$ cat config.mk
export PLATFORM = sky130hd
export DESIGN_NAME = ram_arbiter_flat
export DESIGN_NICKNAME = d
export VERILOG_FILES = /design/src/rtl/ram_arbiter_if.sv /design/src/rtl/ram_arbiter.sv /design/src/flat_wrapper.sv
export SDC_FILE = /design/constraint.sdc
export NUM_CORES = 1
export LEC_CHECK = 0
export ABC_AREA = 1
export CAP_MARGIN = 20
export CORE_UTILIZATION = 42
export DETAILED_ROUTE_END_ITERATION = 10
export PLACE_DENSITY = 0.87
export REMOVE_ABC_BUFFERS = 1
export SYNTH_ARGS = -nofsm -noshare
export SYNTH_HDL_FRONTEND = slang
export SYNTH_SLANG_ARGS = --single-unit
$ cat constraint.sdc
create_clock -name clk -period 5.4 [get_ports clk]
set_input_delay 0.81 -clock clk [delete_from_list [all_inputs] [get_ports clk]]
set_output_delay 0.81 -clock clk [all_outputs]
set_load 0.03 [all_outputs]
$ cat src/rtl/ram_arbiter_if.sv
// CPU fetch/data ports and single-port RAM port as seen by the arbiter.
// The arbiter connects through the slave modport; the CPU and RAM side use the master modport.
interface ram_arbiter_if #(
  parameter int unsigned ADDR_W = 32
);
  logic              iren;
  logic [ADDR_W-1:0] iaddr;
  logic              iwait;
  logic [31:0]       iload;

  logic              dren;
  logic [3:0]        dwen;
  logic [ADDR_W-1:0] daddr;
  logic [31:0]       dstore;
  logic              dwait;
  logic [31:0]       dload;

  logic              ram_ren;
  logic [3:0]        ram_wen;
  logic [ADDR_W-1:0] ram_addr;
  logic [31:0]       ram_wdata;
  logic [31:0]       ram_rdata;
  logic              ram_ready;

  modport slave (
    input  iren, iaddr, dren, dwen, daddr, dstore, ram_rdata, ram_ready,
    output iwait, iload, dwait, dload, ram_ren, ram_wen, ram_addr, ram_wdata
  );

  modport master (
    output iren, iaddr, dren, dwen, daddr, dstore, ram_rdata, ram_ready,
    input  iwait, iload, dwait, dload, ram_ren, ram_wen, ram_addr, ram_wdata
  );
endinterface

$ cat src/rtl/ram_arbiter.sv
// Shares one single-port RAM between fetch and data ports; data wins, fetch forced after I_STARVE_MAX data grants.
// Each access takes a grant cycle plus at least one RAM cycle; requesters see wait until their matching completion.
module ram_arbiter #(
  parameter int unsigned I_STARVE_MAX = 4,
  parameter int unsigned ADDR_W       = 32
) (
  input logic           clk,
  input logic           rst,
  ram_arbiter_if.slave  bus
);

  typedef enum logic {IDLE, ACCESS} state_e;
  typedef enum logic {OWN_I, OWN_D} owner_e;

  localparam int unsigned    CW         = 4;
  localparam logic [CW-1:0]  STARVE_MAX = CW'(I_STARVE_MAX);

  state_e            state_q, state_d;
  owner_e            owner_q, owner_d;
  logic [ADDR_W-1:0] addr_q,  addr_d;
  logic [3:0]        wen_q,   wen_d;
  logic              ren_q,   ren_d;
  logic              dren_q,  dren_d;
  logic [31:0]       wdata_q, wdata_d;
  logic [CW-1:0]     starve_q, starve_d;

  logic              dreq;
  logic              d_write;
  logic              fetch_forced;
  logic              complete;
  logic              i_done;
  logic              d_done;
  logic [ADDR_W-1:0] iword;
  logic [ADDR_W-1:0] dword;
  logic              unused_lo;

  assign dreq         = bus.dren | (|bus.dwen);
  assign d_write      = |bus.dwen;
  assign iword        = {bus.iaddr[ADDR_W-1:2], 2'b00};
  assign dword        = {bus.daddr[ADDR_W-1:2], 2'b00};
  assign fetch_forced = bus.iren && (starve_q == STARVE_MAX);
  assign complete     = (state_q == ACCESS) && bus.ram_ready;
  assign unused_lo    = ^{bus.iaddr[1:0], bus.daddr[1:0]};

  // A completion only reaches a requester still asking for exactly what was issued.
  assign i_done = complete && (owner_q == OWN_I) && bus.iren &&
                  (iword == addr_q);
  assign d_done = complete && (owner_q == OWN_D) && dreq &&
                  (dword == addr_q) && (bus.dwen == wen_q) && (bus.dren == dren_q);

  assign bus.iwait     = bus.iren & ~i_done;
  assign bus.dwait     = dreq & ~d_done;
  assign bus.iload     = i_done ? bus.ram_rdata : 32'h0;
  assign bus.dload     = d_done ? bus.ram_rdata : 32'h0;

  assign bus.ram_ren   = ren_q;
  assign bus.ram_wen   = wen_q;
  assign bus.ram_addr  = addr_q;
  assign bus.ram_wdata = wdata_q;

  always_comb begin
    state_d  = state_q;
    owner_d  = owner_q;
    addr_d   = addr_q;
    wen_d    = wen_q;
    ren_d    = ren_q;
    dren_d   = dren_q;
    wdata_d  = wdata_q;
    starve_d = starve_q;

    case (state_q)
      IDLE: begin
        if (dreq && !fetch_forced) begin
          state_d = ACCESS;
          owner_d = OWN_D;
          addr_d  = dword;
          wen_d   = bus.dwen;
          ren_d   = ~d_write;
          dren_d  = bus.dren;
          wdata_d = bus.dstore;
          if (bus.iren) begin
            starve_d = (starve_q == STARVE_MAX) ? starve_q : starve_q + 1'b1;
          end else begin
            starve_d = '0;
          end
        end else if (bus.iren) begin
          state_d  = ACCESS;
          owner_d  = OWN_I;
          addr_d   = iword;
          wen_d    = 4'h0;
          ren_d    = 1'b1;
          dren_d   = 1'b0;
          wdata_d  = 32'h0;
          starve_d = '0;
        end else begin
          starve_d = '0;
        end
      end
      ACCESS: begin
        if (bus.ram_ready) begin
          state_d = IDLE;
          ren_d   = 1'b0;
          wen_d   = 4'h0;
        end
      end
      default: state_d = IDLE;
    endcase
  end

  always_ff @(posedge clk or posedge rst) begin
    if (rst) begin
      state_q  <= IDLE;
      owner_q  <= OWN_I;
      addr_q   <= '0;
      wen_q    <= 4'h0;
      ren_q    <= 1'b0;
      dren_q   <= 1'b0;
      wdata_q  <= 32'h0;
      starve_q <= '0;
    end else begin
      state_q  <= state_d;
      owner_q  <= owner_d;
      addr_q   <= addr_d;
      wen_q    <= wen_d;
      ren_q    <= ren_d;
      dren_q   <= dren_d;
      wdata_q  <= wdata_d;
      starve_q <= starve_d;
    end
  end

endmodule

$ cat src/flat_wrapper.sv
// flat-port wrapper written by rule: the top's interface ports become plain ports
module ram_arbiter_flat 
#(
  parameter int unsigned I_STARVE_MAX = 4,
  parameter int unsigned ADDR_W       = 32
)
  (clk, rst, bus_iren, bus_iaddr, bus_dren, bus_dwen, bus_daddr, bus_dstore, bus_ram_rdata, bus_ram_ready, bus_iwait, bus_iload, bus_dwait, bus_dload, bus_ram_ren, bus_ram_wen, bus_ram_addr, bus_ram_wdata);
  ram_arbiter_if #(.ADDR_W(ADDR_W)) bus_i ();
  input logic clk;
  input logic rst;
  input wire logic [$bits(bus_i.iren)-1:0] bus_iren;
  input wire logic [$bits(bus_i.iaddr)-1:0] bus_iaddr;
  input wire logic [$bits(bus_i.dren)-1:0] bus_dren;
  input wire logic [$bits(bus_i.dwen)-1:0] bus_dwen;
  input wire logic [$bits(bus_i.daddr)-1:0] bus_daddr;
  input wire logic [$bits(bus_i.dstore)-1:0] bus_dstore;
  input wire logic [$bits(bus_i.ram_rdata)-1:0] bus_ram_rdata;
  input wire logic [$bits(bus_i.ram_ready)-1:0] bus_ram_ready;
  output wire logic [$bits(bus_i.iwait)-1:0] bus_iwait;
  output wire logic [$bits(bus_i.iload)-1:0] bus_iload;
  output wire logic [$bits(bus_i.dwait)-1:0] bus_dwait;
  output wire logic [$bits(bus_i.dload)-1:0] bus_dload;
  output wire logic [$bits(bus_i.ram_ren)-1:0] bus_ram_ren;
  output wire logic [$bits(bus_i.ram_wen)-1:0] bus_ram_wen;
  output wire logic [$bits(bus_i.ram_addr)-1:0] bus_ram_addr;
  output wire logic [$bits(bus_i.ram_wdata)-1:0] bus_ram_wdata;
  assign bus_i.iren = bus_iren;
  assign bus_i.iaddr = bus_iaddr;
  assign bus_i.dren = bus_dren;
  assign bus_i.dwen = bus_dwen;
  assign bus_i.daddr = bus_daddr;
  assign bus_i.dstore = bus_dstore;
  assign bus_i.ram_rdata = bus_ram_rdata;
  assign bus_i.ram_ready = bus_ram_ready;
  assign bus_iwait = bus_i.iwait;
  assign bus_iload = bus_i.iload;
  assign bus_dwait = bus_i.dwait;
  assign bus_dload = bus_i.dload;
  assign bus_ram_ren = bus_i.ram_ren;
  assign bus_ram_wen = bus_i.ram_wen;
  assign bus_ram_addr = bus_i.ram_addr;
  assign bus_ram_wdata = bus_i.ram_wdata;
  ram_arbiter #(.I_STARVE_MAX(I_STARVE_MAX), .ADDR_W(ADDR_W)) u_core (.clk(clk), .rst(rst), .bus(bus_i));
endmodule
==> impl_metrics.env, run 1 <==
export IMPL_htree_levels=3
export IMPL_insertion_delay_ps=340
export IMPL_final_cells=1063
export IMPL_overflow=0
export IMPL_yosysTopAreaCell="dfrtp_1"
export IMPL_worstMarginPinSlew_ps=1110
export IMPL_row_count=38
export IMPL_ant_nets=0
export IMPL_dieArea_sq_um=12000
export IMPL_wirelength_mm=16.4
export IMPL_status="finished clean"
export IMPL_yosysTopAreaCellShare=0.382
export IMPL_fin_crit_ps=4220
export IMPL_fin_setup_tns_ps=0
export IMPL_crit_fanout=33
export IMPL_yosys_register_bits=74
export IMPL_syn_cell_area_sq_um=4850
export IMPL_synthTopCellsByArea="dfrtp_1 (38%), nand2_1 (13%), inv_1 (9.1%)"
export IMPL_cts_hold_buf=0
export IMPL_yosysWarnings=0
export IMPL_post_cts_resized=0
export IMPL_hpwlAfterDp_mm=12.3
export IMPL_rsz0062_at_grt="false"
export IMPL_startpoint_type="input port"
export IMPL_drv_cap=0
export IMPL_syn_inst=665
export IMPL_initial_utilization=0.440
export IMPL_wire_per_inst_um=15.5
export IMPL_slew_viol_final=0
export IMPL_cts_sinks=74
export IMPL_hold_viol=0
export IMPL_first_pass_iters=5
export IMPL_finalInstanceArea_sq_um=7900
export IMPL_track_usage=0.276
export IMPL_fp_coreArea_sq_um=11000
export IMPL_power_density_nw_per_um2=496
export IMPL_post_cts_buffers=0
export IMPL_die_w_um=109
export IMPL_finalCoreUtilization=0.716
export IMPL_fmax_mhz=237
export IMPL_port_buffers=265
export IMPL_grt_pass1_wl_mm=25.2
export IMPL_dp_cells=1047
export IMPL_drt_initial_drc_count=349
export IMPL_grt_pass1_vias=4927
export IMPL_final_common_cell="clkdlybuf4s50_1"
export IMPL_ys_seq_area_frac=0.382
export IMPL_dpl_cell_area_sq_um=7530
export IMPL_clockBufferDepth=2
export IMPL_antenna_found_initial=0
export IMPL_clk_pin_slew_ps=60
export IMPL_dp_slack_ps=1190
export IMPL_drive_gt1_frac=0.0618
export IMPL_path_class="input port to primary output"
export IMPL_ir_drop_v=0.000344
export IMPL_grt_max_degree=58
export IMPL_vias=5304
export IMPL_critPathArrivalTime_ps=3410
export IMPL_nets=1057
export IMPL_routabilityCongestion=0.827
export IMPL_critPathRequiredTime_ps=4590
export IMPL_cp_end_kind="primary output"
export IMPL_slew_headroom=0.259
export IMPL_via_per_inst=4.99
export IMPL_syn_to_final_growth_pct=62.9
export IMPL_hp_class="register to register"
export IMPL_cts_tree="done"
export IMPL_n_antenna_cell=0
export IMPL_setup_viol=0
export IMPL_clock_root_buffer="clkbuf_16"
export IMPL_leakagePower_nw=3.68
export IMPL_avgSynthCellArea_sq_um=7.29
export IMPL_drc=0
export IMPL_cts_buffers=9
export IMPL_min_period_over_period=0.781
export IMPL_finClkSkew_ps=6.60
export IMPL_final_cell_mix="clkdlybuf4s50_1 (265), nand2_1 (162), inv_1 (117), nor2_1 (83), dfrtp_1 (74)"
export IMPL_fp_dieH_um=109
export IMPL_layout_setup_ws_ps=1180
export IMPL_synth_cell_types=31
export IMPL_ios=272
-- final timing paths --
kind | depth (start not counted) | slack [ps] | start | to
min in group asynchronous | 2 | 1010 | rst | u_core.bus.ram_wdata[21]$_DFFE_PP0P_
max reg2reg | 8 | 2910 | u_core.starve_q[0]$_DFFE_PP0P_ | u_core.bus.ram_addr[6]$_DFFE_PP0P_
max in group asynchronous | 3 | 3390 | rst | u_core.bus.ram_wdata[15]$_DFFE_PP0P_
min reg2reg | 1 | 490 | u_core.bus.ram_wdata[4]$_DFFE_PP0P_ | u_core.bus.ram_wdata[4]$_DFFE_PP0P_
min | 1 | 490 | u_core.bus.ram_wdata[4]$_DFFE_PP0P_ | u_core.bus.ram_wdata[4]$_DFFE_PP0P_
max | 10 | 1180 | bus_daddr[13] | bus_dload[13]
-- power breakdown --
group	total, mW	switching (mW)	internal, mW
combinational	2.11	1.26	0.856
sequential	1.06	0.233	0.824
clock	0.747	0.246	0.501
total	3.92	1.74	2.18
-- state kept, by name (all words and copies together), names as in the netlist --
register,flops
u_core.dren_q,1
u_core.bus.ram_addr,30
u_core.state_q,1
u_core.starve_q,4
u_core.bus.ram_wdata,32
u_core.bus.ram_wen,4
u_core.owner_q,1
u_core.bus.ram_ren,1
-- routing by layer --
| metal | up-vias | track usage | part of all wire | routed length (um) |
|---|---|---|---|---|
| met2 | 194 | 0.457 | 0.48 | 7910 |
| met4 | 0 | 0.0819 | 0.025 | 410 |
| met3 | 32 | 0.0498 | 0.063 | 1030 |
| li1 | 2609 | - | - | - |
| met1 | 2469 | 0.366 | 0.43 | 7070 |
| met5 | - | 0 | 0 | 0 |
-- metrics by stage --
stage          hold slack (ps)  total power, mW
3_3_place_gp               479             3.12
6_report                   494             3.92
2_1_floorplan              472             2.28
4_1_cts                    499             3.92
5_1_grt                    509             4.14
3_5_place_dp               483             3.15
-- kinds of logic (layout without fill, tap and decap cells) --
logic type,Yosys count,after routing,synth area share
AOI/OAI and AO/OA,117,117,0.180
xor gates and xnor gates,23,23,0.0415
adders and majority gates,2,2,0.00516
buffers and inverters,149,406,0.131
DFF,74,74,0.382
other,1,2,0.000773
and+or+nand+nor,299,299,0.260
-- critical path: stages --
cell,delay [ps]
clkdlybuf4s50_1,550
inv_1,60
nand2_1,60
nand2_1,50
nor2_1,140
nand2_1,70
nor2_1,120
nand2_2,430
nor3_1,390
clkdlybuf4s50_1,720
-- Yosys cell counts --
cell type	n
o21ai_1	19
nand2_1	162
and2_1	1
buf_6	6
dfrtp_1	74
a31oi_1	1
xor2_1	18
nand4_1	4
o21ai_0	25
inv_1	118
nor3_1	23
xnor2_1	5
nor2_1	83
buf_4	3
nor2_2	2
nand3_1	9
ha_1	2
and3_1	1
nand2_2	3
clkbuf_1	4
conb_1	1
a22o_1	32
o21ai_4	1
o211ai_2	17
o22ai_1	3
a21oi_1	10
inv_2	2
nor3_2	10
nand4_2	1
buf_2	16
o211ai_1	9
-- area by class of cell --
type | instances | area [sq um]
clock buffer | 10 | 229
clock inverter | 6 | 138
inverter | 120 | 450
tap | 140 | 175
fill | 853 | 3130
sequential | 74 | 1850
timing repair buffer | 270 | 2690
multi-input combinational | 443 | 2370
(Power assumes the default switching activity.)
==> run 2: changes to the inputs <==
--- a/config.mk
+++ b/config.mk
@@ -7,9 +7,9 @@
 export LEC_CHECK = 0
 export ABC_AREA = 1
 export CAP_MARGIN = 20
-export CORE_UTILIZATION = 42
+export CORE_UTILIZATION = 39
 export DETAILED_ROUTE_END_ITERATION = 10
-export PLACE_DENSITY = 0.87
+export PLACE_DENSITY = 0.81
 export REMOVE_ABC_BUFFERS = 1
 export SYNTH_ARGS = -nofsm -noshare
 export SYNTH_HDL_FRONTEND = slang
==> constraint.sdc (replaced) <==
create_clock -name clk -period 4.3 [get_ports clk]
set_input_delay 0.645 -clock clk [delete_from_list [all_inputs] [get_ports clk]]
set_output_delay 0.645 -clock clk [all_outputs]
set_load 0.03 [all_outputs]
==> run 2 against run 1 <==
- cell count increased by 3.1%
- clock skew is 0.99 ps lower
- first-iteration DRC count rose by 23%
- die area increased by 7.5%
- sequential share of layout area fell by 0.13 points
- clock power up 11%
- non-clock buffer count rose by 5
- sequential power is 25% higher
- final area is 0.54% higher
- wire length shrank 0.16%
- largest power group unchanged
==> impl_metrics.env, run 2 (same netlist as run 1, synthesis figures left out) <==
export IMPL_clockBufferDepth=2
export IMPL_cts_sinks=74
export IMPL_grt_max_degree=58
export IMPL_cts_hold_buf=0
export IMPL_syn_to_final_growth_pct=63.8
export IMPL_rsz0062_at_grt="false"
export IMPL_cp_end_kind="primary output"
export IMPL_startpoint_type="input port"
export IMPL_path_class="input port to primary output"
export IMPL_layout_setup_ws_ps=531
export IMPL_post_cts_resized=0
export IMPL_dieArea_sq_um=12900
export IMPL_dpl_cell_area_sq_um=7600
export IMPL_fmax_mhz=265
export IMPL_slew_viol_final=0
export IMPL_ant_nets=0
export IMPL_final_cells=1096
export IMPL_grt_pass1_vias=4750
export IMPL_die_w_um=114
export IMPL_finalInstanceArea_sq_um=7940
export IMPL_finClkSkew_ps=5.61
export IMPL_finalCoreUtilization=0.659
export IMPL_drc=0
export IMPL_cts_buffers=9
export IMPL_hpwlAfterDp_mm=12.4
export IMPL_htree_levels=3
export IMPL_r2r_cells=8
export IMPL_clock_root_buffer="clkbuf_16"
export IMPL_power_mw=4.80
export IMPL_hold_ws_ps=492
export IMPL_fp_dieH_um=114
export IMPL_track_usage=0.251
export IMPL_critPathRequiredTime_ps=3650
export IMPL_clk_pin_slew_ps=60
export IMPL_largest_reg_flops=32
export IMPL_hold_viol=0
export IMPL_min_period_over_period=0.877
export IMPL_ios=272
export IMPL_row_count=40
export IMPL_crit_slowest_cell="clkdlybuf4s50_1"
export IMPL_fin_setup_tns_ps=0
export IMPL_fp_coreArea_sq_um=12100
export IMPL_r2r_start="u_core.starve_q[0]$_DFFE_PP0P_"
export IMPL_wire_per_inst_um=15.0
export IMPL_crit_end="bus_iload[23]"
export IMPL_crit_fanout=16
export IMPL_fin_crit_ps=3770
export IMPL_fillCellCount=1023
export IMPL_critPathArrivalTime_ps=3120
export IMPL_overflow=0
export IMPL_final_common_cell="clkdlybuf4s50_1"
export IMPL_drv_cap=0
export IMPL_vias=5204
export IMPL_post_cts_buffers=0
export IMPL_ir_drop_v=0.000413
export IMPL_startpoint="bus_iaddr[17]"
export IMPL_max_stage_delay_ps=730
export IMPL_leakagePower_nw=3.71
export IMPL_crit_top_cell="nor2_1"
export IMPL_crit_chain="clkdlybuf4s50_1, inv_1, nand2_1, o21ai_0, nor2_1, nand4_1, nor2_1, nand2_1, buf_4, nor2_1, clkdlybuf4s50_1"
export IMPL_via_per_inst=4.75
export IMPL_cts_tree="done"
export IMPL_first_pass_iters=5
export IMPL_r2r_end="u_core.bus.ram_addr[22]$_DFFE_PP0P_"
export IMPL_hp_class="register to register"
export IMPL_wirelength_mm=16.4
export IMPL_nets=1062
export IMPL_dp_slack_ps=576
export IMPL_drive_gt1_frac=0.0754
export IMPL_hp_start="u_core.bus.ram_wdata[27]$_DFFE_PP0P_"
export IMPL_reg2reg_slack_ps=2040
export IMPL_routabilityCongestion=0.800
export IMPL_drt_initial_drc_count=429
export IMPL_status="finished clean"
export IMPL_grt_pass1_wl_mm=25.1
export IMPL_antenna_found_initial=0
export IMPL_power_density_nw_per_um2=604
export IMPL_port_buffers=265
export IMPL_slew_headroom=0.289
export IMPL_final_cell_mix="clkdlybuf4s50_1 (258), nand2_1 (162), inv_1 (117), nor2_1 (83), dfrtp_1 (74)"
export IMPL_setup_viol=0
export IMPL_initial_utilization=0.402
export IMPL_worstMarginPinSlew_ps=1060
export IMPL_n_antenna_cell=0
export IMPL_dp_cells=1079
export IMPL_insertion_delay_ps=330
-- run 2: changes by cell type in the layout (fill, tap and decap cells not counted) --
cell	change
clkinv_4	+2
clkdlybuf4s50_1	-7
bufinv_16	-2
buf_4	+10
clkbuf_1	-1
clkinvlp_4	+1
clkinv_2	+1
buf_12	+2
inv_2	-1
-- run 2: report_power, final --
part	leakage (nW)	switching [mW]	internal [mW]	total, mW
clock network	0.156	0.316	0.513	0.829
registers	0.907	0.292	1.03	1.33
logic	2.64	1.57	1.08	2.64
-- run 2: critical path, delay by kind of cell --
kind            cells  cell delay, ps
compound gates      1             110
simple gates        6             880
buf+inv             4            1470
-- run 2: layer usage --
metal | share of wire | GRT usage | vias up
li1 | - | - | 2609
met1 | 0.46 | 0.360 | 2406
met2 | 0.47 | 0.398 | 178
met3 | 0.062 | 0.0414 | 11
met4 | 0.0095 | 0.0561 | 0
met5 | 0 | 0 | -
-- run 2: worst min-delay path by stage --
stage / to / slack (ps) / depth (start not counted)
floorplan: u_core.dren_q$_DFFE_PP0P_ / 470 / 2
global placement: u_core.bus.ram_wdata[18]$_DFFE_PP0P_ / 480 / 1
detailed placement: u_core.bus.ram_wdata[24]$_DFFE_PP0P_ / 480 / 1
CTS: u_core.bus.ram_wdata[4]$_DFFE_PP0P_ / 500 / 1
global route: u_core.bus.ram_wdata[31]$_DFFE_PP0P_ / 510 / 1
finish: u_core.bus.ram_wdata[27]$_DFFE_PP0P_ / 490 / 1
-- run 2: area by class of cell --
cell class / count / area (sq um) / area share
Timing Repair Buffer: 275 / 2740 / 0.344
Sequential cell: 74 / 1850 / 0.233
Clock buffer: 9 / 225 / 0.0284
Multi-Input combinational cell: 443 / 2370 / 0.298
Clock inverter: 7 / 103 / 0.0129
Inverter: 120 / 452 / 0.0569
Tap cell: 168 / 210 / 0.0265
